--- src/rtl/grid_pkg.sv ---
// Shared board definitions for grid_ctl and draw_ships: cell encoding,
// command opcodes, board geometry and small index/counter helpers.
package grid_pkg;

  localparam int unsigned GRID_ROWS    = 12;
  localparam int unsigned GRID_COLUMNS = 12;
  localparam int unsigned GRID_CELLS   = GRID_ROWS * GRID_COLUMNS;

  typedef enum logic [1:0] {
    CELL_EMPTY = 2'b00,
    CELL_SHIP  = 2'b01,
    CELL_MISS  = 2'b10,
    CELL_HIT   = 2'b11
  } grid_status_t;

  typedef enum logic [1:0] {
    OP_PLACE = 2'b00,
    OP_SHOOT = 2'b01,
    OP_CLEAR = 2'b10,
    OP_RSVD  = 2'b11
  } cmd_op_t;

  function automatic logic [7:0] cell_index(input logic [3:0] row,
                                            input logic [3:0] col,
                                            input logic [7:0] cols);
    return 8'({4'b0, row} * cols + {4'b0, col});
  endfunction

  function automatic logic [7:0] sat_inc(input logic [7:0] v);
    return (v == 8'hFF) ? v : v + 8'd1;
  endfunction

endpackage

--- src/rtl/grid_mem.sv ---
// 256x2 board storage: a registered read-only draw port and a registered
// read/write port for the controller, both read-before-write.
module grid_mem
  import grid_pkg::*;
(
  input  logic       clk,
  input  logic       rst,
  input  logic [7:0] draw_addr,
  input  logic       draw_blank,
  output logic [1:0] draw_data,
  input  logic [7:0] fsm_addr,
  input  logic       fsm_we,
  input  logic [1:0] fsm_wdata,
  output logic [1:0] fsm_rdata
);

  logic [1:0] mem_q [256];
  logic [1:0] draw_data_q, draw_data_d;
  logic [1:0] fsm_rdata_q, fsm_rdata_d;

  always_comb begin
    draw_data_d = draw_blank ? CELL_EMPTY : mem_q[draw_addr];
    fsm_rdata_d = mem_q[fsm_addr];
  end

  // Storage is cleared by the controller's sweep, so it carries no reset.
  always_ff @(posedge clk) begin
    if (fsm_we) begin
      mem_q[fsm_addr] <= fsm_wdata;
    end
  end

  always_ff @(posedge clk or posedge rst) begin
    if (rst) begin
      draw_data_q <= '0;
      fsm_rdata_q <= '0;
    end else begin
      draw_data_q <= draw_data_d;
      fsm_rdata_q <= fsm_rdata_d;
    end
  end

  assign draw_data = draw_data_q;
  assign fsm_rdata = fsm_rdata_q;

endmodule

--- src/rtl/grid_ctl.sv ---
// One player's board: serves the draw read port and executes PLACE/SHOOT/CLEAR
// commands, reporting per-command results and ship/hit counters.
module grid_ctl #(
  parameter int unsigned GRID_ROWS    = grid_pkg::GRID_ROWS,
  parameter int unsigned GRID_COLUMNS = grid_pkg::GRID_COLUMNS
) (
  input  logic       clk,
  input  logic       rst,
  input  logic [7:0] grid_addr,
  output logic [1:0] grid_status,
  input  logic       cmd_valid,
  output logic       cmd_ready,
  input  logic [1:0] cmd_op,
  input  logic [3:0] cmd_row,
  input  logic [3:0] cmd_col,
  output logic       rsp_valid,
  output logic [1:0] rsp_status,
  output logic       rsp_err,
  output logic [7:0] ship_cnt,
  output logic [7:0] hit_cnt,
  output logic       all_sunk
);

  import grid_pkg::*;

  localparam int unsigned CELLS     = GRID_ROWS * GRID_COLUMNS;
  localparam logic [7:0]  LAST_CELL = 8'(CELLS - 1);
  localparam logic [7:0]  COLS8     = 8'(GRID_COLUMNS);

  localparam logic [2:0] S_CLR  = 3'd0;
  localparam logic [2:0] S_IDLE = 3'd1;
  localparam logic [2:0] S_RD   = 3'd2;
  localparam logic [2:0] S_EVAL = 3'd3;
  localparam logic [2:0] S_RESP = 3'd4;

  logic [2:0] state_q, state_d;
  logic [1:0] op_q, op_d;
  logic [3:0] row_q, row_d;
  logic [3:0] col_q, col_d;
  logic [7:0] clr_addr_q, clr_addr_d;
  logic       clr_rsp_q, clr_rsp_d;
  logic [7:0] ship_q, ship_d;
  logic [7:0] hit_q, hit_d;
  logic       rsp_valid_q, rsp_valid_d;
  logic [1:0] rsp_status_q, rsp_status_d;
  logic       rsp_err_q, rsp_err_d;

  logic [7:0] cell_addr;
  logic       out_of_range;
  logic       draw_blank;
  logic       mem_we;
  logic [7:0] mem_addr;
  logic [1:0] mem_wdata;
  logic [1:0] mem_rdata;

  assign cell_addr    = cell_index(row_q, col_q, COLS8);
  assign out_of_range = ({5'b0, row_q} >= 9'(GRID_ROWS)) ||
                        ({5'b0, col_q} >= 9'(GRID_COLUMNS));
  assign draw_blank   = (state_q == S_CLR) || ({1'b0, grid_addr} >= 9'(CELLS));

  grid_mem u_mem (
    .clk        (clk),
    .rst        (rst),
    .draw_addr  (grid_addr),
    .draw_blank (draw_blank),
    .draw_data  (grid_status),
    .fsm_addr   (mem_addr),
    .fsm_we     (mem_we),
    .fsm_wdata  (mem_wdata),
    .fsm_rdata  (mem_rdata)
  );

  always_comb begin
    state_d      = state_q;
    op_d         = op_q;
    row_d        = row_q;
    col_d        = col_q;
    clr_addr_d   = clr_addr_q;
    clr_rsp_d    = clr_rsp_q;
    ship_d       = ship_q;
    hit_d        = hit_q;
    rsp_valid_d  = 1'b0;
    rsp_status_d = rsp_status_q;
    rsp_err_d    = rsp_err_q;
    mem_we       = 1'b0;
    mem_addr     = cell_addr;
    mem_wdata    = CELL_EMPTY;

    case (state_q)
      S_CLR: begin
        mem_we    = 1'b1;
        mem_addr  = clr_addr_q;
        mem_wdata = CELL_EMPTY;
        ship_d    = '0;
        hit_d     = '0;
        if (clr_addr_q == LAST_CELL) begin
          clr_addr_d = '0;
          clr_rsp_d  = 1'b0;
          if (clr_rsp_q) begin
            state_d      = S_RESP;
            rsp_valid_d  = 1'b1;
            rsp_status_d = CELL_EMPTY;
            rsp_err_d    = 1'b0;
          end else begin
            state_d = S_IDLE;
          end
        end else begin
          clr_addr_d = clr_addr_q + 8'd1;
        end
      end

      S_IDLE: begin
        if (cmd_valid) begin
          op_d  = cmd_op;
          row_d = cmd_row;
          col_d = cmd_col;
          case (cmd_op)
            OP_CLEAR: begin
              state_d    = S_CLR;
              clr_addr_d = '0;
              clr_rsp_d  = 1'b1;
            end
            OP_RSVD: begin
              state_d      = S_RESP;
              rsp_valid_d  = 1'b1;
              rsp_status_d = CELL_EMPTY;
              rsp_err_d    = 1'b1;
            end
            default: state_d = S_RD;
          endcase
        end
      end

      S_RD: begin
        if (out_of_range) begin
          state_d      = S_RESP;
          rsp_valid_d  = 1'b1;
          rsp_status_d = CELL_EMPTY;
          rsp_err_d    = 1'b1;
        end else begin
          state_d = S_EVAL;
        end
      end

      S_EVAL: begin
        // Rejected commands report the cell's unchanged value.
        state_d      = S_RESP;
        rsp_valid_d  = 1'b1;
        rsp_status_d = mem_rdata;
        rsp_err_d    = 1'b1;
        if (op_q == OP_PLACE && mem_rdata == CELL_EMPTY) begin
          mem_we       = 1'b1;
          mem_wdata    = CELL_SHIP;
          ship_d       = sat_inc(ship_q);
          rsp_status_d = CELL_SHIP;
          rsp_err_d    = 1'b0;
        end else if (op_q == OP_SHOOT && mem_rdata == CELL_SHIP) begin
          mem_we       = 1'b1;
          mem_wdata    = CELL_HIT;
          hit_d        = sat_inc(hit_q);
          rsp_status_d = CELL_HIT;
          rsp_err_d    = 1'b0;
        end else if (op_q == OP_SHOOT && mem_rdata == CELL_EMPTY) begin
          mem_we       = 1'b1;
          mem_wdata    = CELL_MISS;
          rsp_status_d = CELL_MISS;
          rsp_err_d    = 1'b0;
        end
      end

      S_RESP: state_d = S_IDLE;

      default: state_d = S_CLR;
    endcase
  end

  always_ff @(posedge clk or posedge rst) begin
    if (rst) begin
      state_q      <= S_CLR;
      op_q         <= '0;
      row_q        <= '0;
      col_q        <= '0;
      clr_addr_q   <= '0;
      clr_rsp_q    <= 1'b0;
      ship_q       <= '0;
      hit_q        <= '0;
      rsp_valid_q  <= 1'b0;
      rsp_status_q <= '0;
      rsp_err_q    <= 1'b0;
    end else begin
      state_q      <= state_d;
      op_q         <= op_d;
      row_q        <= row_d;
      col_q        <= col_d;
      clr_addr_q   <= clr_addr_d;
      clr_rsp_q    <= clr_rsp_d;
      ship_q       <= ship_d;
      hit_q        <= hit_d;
      rsp_valid_q  <= rsp_valid_d;
      rsp_status_q <= rsp_status_d;
      rsp_err_q    <= rsp_err_d;
    end
  end

  assign cmd_ready  = (state_q == S_IDLE);
  assign rsp_valid  = rsp_valid_q;
  assign rsp_status = rsp_status_q;
  assign rsp_err    = rsp_err_q;
  assign ship_cnt   = ship_q;
  assign hit_cnt    = hit_q;
  assign all_sunk   = (ship_q != 8'd0) && (hit_q == ship_q);

endmodule

--- config.mk ---
export PLATFORM = sky130hd
export DESIGN_NAME = grid_ctl
export DESIGN_NICKNAME = d
export VERILOG_FILES = /design/src/rtl/grid_pkg.sv /design/src/rtl/grid_mem.sv /design/src/rtl/grid_ctl.sv
export SDC_FILE = /design/constraint.sdc
export NUM_CORES = 1
export LEC_CHECK = 0
export ABC_AREA = 0
export CAP_MARGIN = 10
export CELL_PAD_IN_SITES_DETAIL_PLACEMENT = 2
export CELL_PAD_IN_SITES_GLOBAL_PLACEMENT = 2
export CORE_MARGIN = 8
export CORE_UTILIZATION = 46
export DETAILED_ROUTE_END_ITERATION = 10
export PLACE_DENSITY_LB_ADDON = 0.1
export SETUP_SLACK_MARGIN = 0.4
export SLEW_MARGIN = 20
export SYNTH_ARGS = -nofsm -noshare
export SYNTH_HDL_FRONTEND = slang
export SYNTH_HIERARCHICAL = 1
export SYNTH_SLANG_ARGS = --single-unit
--- constraint.sdc ---
create_clock -name clk -period 31 [get_ports clk]
set_input_delay 6.2 -clock clk [delete_from_list [all_inputs] [get_ports clk]]
set_output_delay 6.2 -clock clk [all_outputs]
set_load 0.01 [all_outputs]
; ---- Word level (Yosys, flattened, before mapping)
; Memory sizes are Yosys's and may differ from the RTL's. A register that Yosys moved wholly into a read port is not among the register bits.
; Cells that the tools add are included.
[totals]
ff_bits = 44
ram_bits = 512
out_inout_bits = 24
wordCells = 121
mem_count = 1
[classes]
n_addsub = 4
mul = 1
magnitude_cmp = 3
n_eq_ne = 23
muxes = 57
n_reduce_logical = 20
[memory_table]
columns = memory, depth, word_bits, read_ports, rd_ports_with_merged_regs, write_ports, line
row1 = u_mem.mem_q, 256, 2, 2, 1, 1, grid_mem.sv:17  ; logic [1:0] mem_q [256];
[op_table]
columns = op, count
row1 = two-way mux 8 bit, 9
row2 = case mux 8 bit (2 select lines), 3
row3 = two-way mux 2 bit, 13
row4 = adder 8 x 1 -> 8 bit (second input constant), 3
row5 = == test 8 bit (second input constant), 3
row6 = two-way mux 1 bit, 21
row7 = inequality test 2 bit (second input constant), 8
row8 = case mux 3 bit (5 select lines), 1
row9 = two-way mux 3 bit, 4
row10 = adder 8 x 4 -> 8 bit, 1
row11 = == test 8 bit, 1
row12 = greater-or-equal comparator 4 bit (second input constant), 2
row13 = greater-or-equal comparator 8 bit (second input constant), 1
row14 = case mux 1 bit (4 select lines), 2
row15 = case mux 2 bit (4 select lines), 1
row16 = AND reduction 4 bit, 2
row17 = nonzero test 8 bit, 1
row18 = == test 3 x 2 -> 1 bit (second input constant), 2
row19 = multiplier 4 x 2 -> 6 bit (second input constant), 1
row20 = inequality test 2 x 1 -> 1 bit (second input constant), 3
row21 = case mux 3 bit (2 select lines), 1
row22 = AND reduction 3 bit, 2
row23 = AND reduction 6 bit, 1
row24 = == test 2 x 1 -> 1 bit (second input constant), 2
row25 = other kinds (11), 20

; ---- Longest topological paths before layout
[depth]
ltp_word = 8
mapped_depth = 16
mapped_depth_nobuf = 13

; ---- Cells and area by module
; Netlist, hierarchy kept.
[modules_own_cells]
columns = module, instances, cells_each, area_each_um2, seq_area_each_um2
row1 = grid_mem, 1, 1641, 25717.2, 15474.8
row2 = grid_ctl, 1, 285, 2683.8, 1051.0

; ---- Worst setup path before layout
; OpenSTA, ideal clock, no wires.
[synth_timing]
path_type = register -> register
startpoint = reg state_q[2]
endpoint = mem u_mem.mem_q[0][0], data pin
t_arrival_ns = 14.166
required_time_ns = 28.189
slack_ns = 14.023
stages_incl_launch_ff = 5
cell_sequence = dfrtp_1 -> clkbuf_1 -> nor2b_1 -> nand2_1 -> nor4_1
[synth_via]
elab_chain_cells = 2
[synth_rtl]
columns = item, line
row1 = from (decl), grid_ctl.sv:36  ; logic [2:0] state_q, state_d;
row2 = from (signal assigned), grid_ctl.sv:191  ; state_q <= state_d;
row3 = == test 3 x 2 -> 1 bit, grid_ctl.sv:89  ; case (state_q)
row4 = two-way mux 2 bit, grid_ctl.sv:89
row5 = net mem_wdata[0], grid_ctl.sv:53  ; logic [1:0] mem_wdata;
row6 = to (decl), grid_mem.sv:17
; The timed path passes the listed nets, and every way through them passes these cells.

; ---- Worst setup path after layout
[layout_timing]
startpoint = in grid_addr[2]
endpoint = reg u_mem.draw_data_q[0] (netlist: u_mem/draw_data[0])
[layout_via]
elab_chain_cells = 3
elab_cells_between_ends = 4
classes_between = 1 x order compare / 1 x mux / 1 x reduce/logical / 1 x memory
[layout_rtl]
columns = item, line
row1 = from (decl), grid_ctl.sv:9  ; input logic [7:0] grid_addr,
row2 = "parallel branches: the longest is 2 deep, another holds memory (256 x 2 bit)", -
row3 = two-way mux 2 bit *, grid_mem.sv:22  ; draw_data_d = draw_blank ? CELL_EMPTY : mem_q[draw_addr];
row4 = net u_mem.draw_data_d[0], grid_mem.sv:18  ; logic [1:0] draw_data_q, draw_data_d;
row5 = to (signal assigned), grid_mem.sv:38  ; draw_data_q <= draw_data_d;
row6 = to (decl), grid_mem.sv:18
; Mark *: on every way through the listed nets, which the timed path passes.
; A chain may end at the register's enable or synchronous reset.

==> out/results.txt <==
status -> completed
antenna violations before repair -> 1
Post-synth ARST share -> 0.0824
critical path peak fanout -> 27
post-cts hold buffer count -> 0
met3 Track Usage GR -> 0.0468
Hold WC Path Type -> flip-flop to flip-flop
GR Overflow Total -> 0
sequential share of the synthesized area -> 0.582
dominant cell type by area after synthesis -> edfxtp_1
final worst path period share -> 0.297
min Tclk post-route -> 9200 ps
post-route ant nets -> 0
Iter 0 DRT Violations -> 2,245
die width -> 264 µm
Die Y -> 264 µm
DRC violation count after routing -> 0
clk_skew -> 29.1 ps
routability cong. -> 0.890
Slew @ Worst Pin -> 1230 ps
# diodes -> 0
Core Rows -> 91
synth warn -> 6
WS Path Type -> input port to flip-flop
setup repair bufs after CTS -> 0
crit path capture type -> flip-flop
P_sw -> 1.40 mW
# clock sinks -> 558
Mapped Avg Cell Area -> 14.7 µm²
maxcap violations -> 0
GRT Util Overall -> 0.278
Detailed Routing Iterations Pass 1 -> 5
core area -> 61,400 µm²
fmax -> 109 MHz
IO Port Bufs -> 44
crit start category -> input port
Distinct cells, synth -> 84
top cells by count, synth -> 512 x edfxtp_1, 278 x nor2_1, 198 x mux4_2
Worst Path Required -> 31,530 ps
Largest stage delay, worst path -> 850 ps
CP arrival -> 9730 ps
Post-synth EDFFs -> 512
RSZ-0062 raised after global routing -> no
GR peak layer -> met2
Syn Inst Count -> 1,926
Final Hold Fails -> 0
synthesized cell area -> 28,400 µm²
Cell Chain, Critical Path -> clkdlybuf4s50_1 > buf_4 > nor2b_1 > a221oi_1 > a22o_1 > or4_1 > nor4_1 > nand3_1 > o21ai_1
CTS tree -> yes
Flop pwr share -> 0.277
commonest register cell after synthesis -> edfxtp_1
Synth Register Bits -> 558
Max rail drop VDD -> 0.0688 mV
detailed placement HPWL -> 65,200 µm
Synth area leaders -> edfxtp_1 54%, mux4_2 16%, mux2i_1 4.3%
CP max-delay cell -> nor2b_1
Synth top area share -> 0.541
Via Count -> 18,900
clock latency on the worst-skew pair -> 610 ps
Nets -> 1,961
Setup TNS -> 0 ps
largest net degree at the start of global routing -> 113
drt wl/cell -> 35.4 µm
share of layout cells above drive strength 1 -> 0.194
met1 usage -> 0.376
Leakage -> 9.50 nW
mean number of vias per cell -> 6.83
final setup fails -> 0
total CTS buffers -> 66
first-pass GRT wire length -> 144,000 µm
vias in the first global route -> 20,100
fin. max-slew vios -> 0
CTS resizes -> 0
Clock Tree Root -> clkbuf_16
Initial Util -> 0.463
most common cell in the netlist -> edfxtp_1
Worst-path clk slew -> 60 ps
P_int -> 1.88 mW
die area -> 69,900 µm²
switching share of power -> 0.428
htree depth -> 3
Pwr per Cell Area -> 104 nW/µm²
area grow syn2layout -> 11.3%
combinational power share -> 0.471
clock power share -> 0.252
final WL -> 98,100 µm
syn_nets -> 1,960
total power -> 3.28 mW
IO Pins -> 45
grt met2 use -> 0.461
CTS max path bufs -> 3
relative slew slack -> 0.177
==> metal layers <==
| metal | up-vias | part of all wire |
|---|---|---|
| met5 | - | 0 |
| met4 | 0 | 0.032 |
| met3 | 188 | 0.072 |
| met2 | 835 | 0.49 |
| met1 | 10200 | 0.41 |
| li1 | 7709 | - |
==> sequential cells by signal, summed over array words and instances, names as in the netlist <==
name             count
op_q                 2
rsp_status           2
rsp_err              1
u_mem/fsm_rdata      2
state_q              3
rsp_valid            1
clr_rsp_q            1
clr_addr_q           8
col_q                4
row_q                4
u_mem/draw_data      2
hit_cnt              8
ship_cnt             8
u_mem/mem_q        512
==> final cells by class <==
type	count	area, µm²
Fill cell	5462	29800
Multi-Input combinational cell	1194	11000
Timing Repair Buffer	87	777
Clock inverter	38	509
Clock buffer	83	1770
Sequential cell	558	16500
Tap cell	790	988
Inverter	20	75.1
==> cell usage in the layout (no fill, tap or decap), types with 15 or more instances in the layout <==
cell type,netlist,routed
a22oi_1,26,26
mux2i_1,121,121
mux4_2,198,198
clkdlybuf4s50_1,0,41
o21ai_0,28,26
nand2_1,108,105
nor2b_1,16,16
mux4_1,15,15
nand3_1,52,50
o221ai_1,29,29
o22ai_1,24,24
dfrtp_1,46,46
nand4_1,22,22
buf_4,12,42
clkbuf_16,0,68
nor2_1,278,278
nor3_1,32,32
a21oi_1,37,37
edfxtp_1,512,512
inv_1,18,16
==> per-stage QoR <==
| stage | utilization | instance area [µm²] | std cells | hold WS (ps) | worst slack (ps) |
|---|---|---|---|---|---|
| global placement | 0.477 | 29300 | 2649 | 481 | 21350 |
| finish | 0.515 | 31600 | 2770 | 505 | 21800 |
| CTS | 0.515 | 31600 | 2770 | 503 | 21950 |
| global route | 0.515 | 31600 | 2770 | 512 | 21710 |
| floorplan | - | 28400 | 1926 | 458 | 14020 |
| detailed placement | 0.478 | 29300 | 2649 | 477 | 21340 |
==> worst max-delay path: cells and delay by family <==
family,cells,cell delay [ps]
AOI/OAI and AO/OA,3,740
and+or+nand+nor,4,1940
buffers and inverters,2,830
==> worst paths after layout <==
| kind | from | to | slack (ps) | cells after the start |
|---|---|---|---|---|
| min in group asynchronous | rst | u_mem/draw_data[0] | 5900 | 2 |
| max in group asynchronous | rst | hit_cnt[3] | 24450 | 3 |
| min reg2reg | rsp_status[0] | rsp_status[0] | 500 | 1 |
| min | rsp_status[0] | rsp_status[0] | 500 | 1 |
| max reg2reg | state_q[1] | u_mem/mem_q[12][0] | 25340 | 7 |
| max | grid_addr[2] | u_mem/draw_data[0] | 21800 | 9 |
==> power by group through the flow <==
| stage | logic, mW | clock network (mW) | registers (mW) |
|---|---|---|---|
| floorplan | 0.973 | 0 | 0.905 |
| global placement | 1.48 | 0 | 0.920 |
| detailed placement | 1.52 | 0 | 0.923 |
| CTS | 1.53 | 0.839 | 0.908 |
| global route | 1.60 | 0.865 | 0.913 |
| finish | 1.54 | 0.826 | 0.909 |
==> logic make-up (layout without fill, tap and decap cells) <==
group / Yosys count / after routing / share of synthesized area
AO/OA/AOI/OAI: 226 / 226 / 0.0556
XOR/XNOR: 12 / 12 / 0.00423
adder cells (fa/ha/maj): 13 / 13 / 0.00626
buffers and inverters: 174 / 228 / 0.0345
flip-flops: 558 / 558 / 0.582
multiplexers: 354 / 354 / 0.222
AND/OR/NAND/NOR: 589 / 589 / 0.0954
No activity file was read; power rests on OpenSTA's default activity.
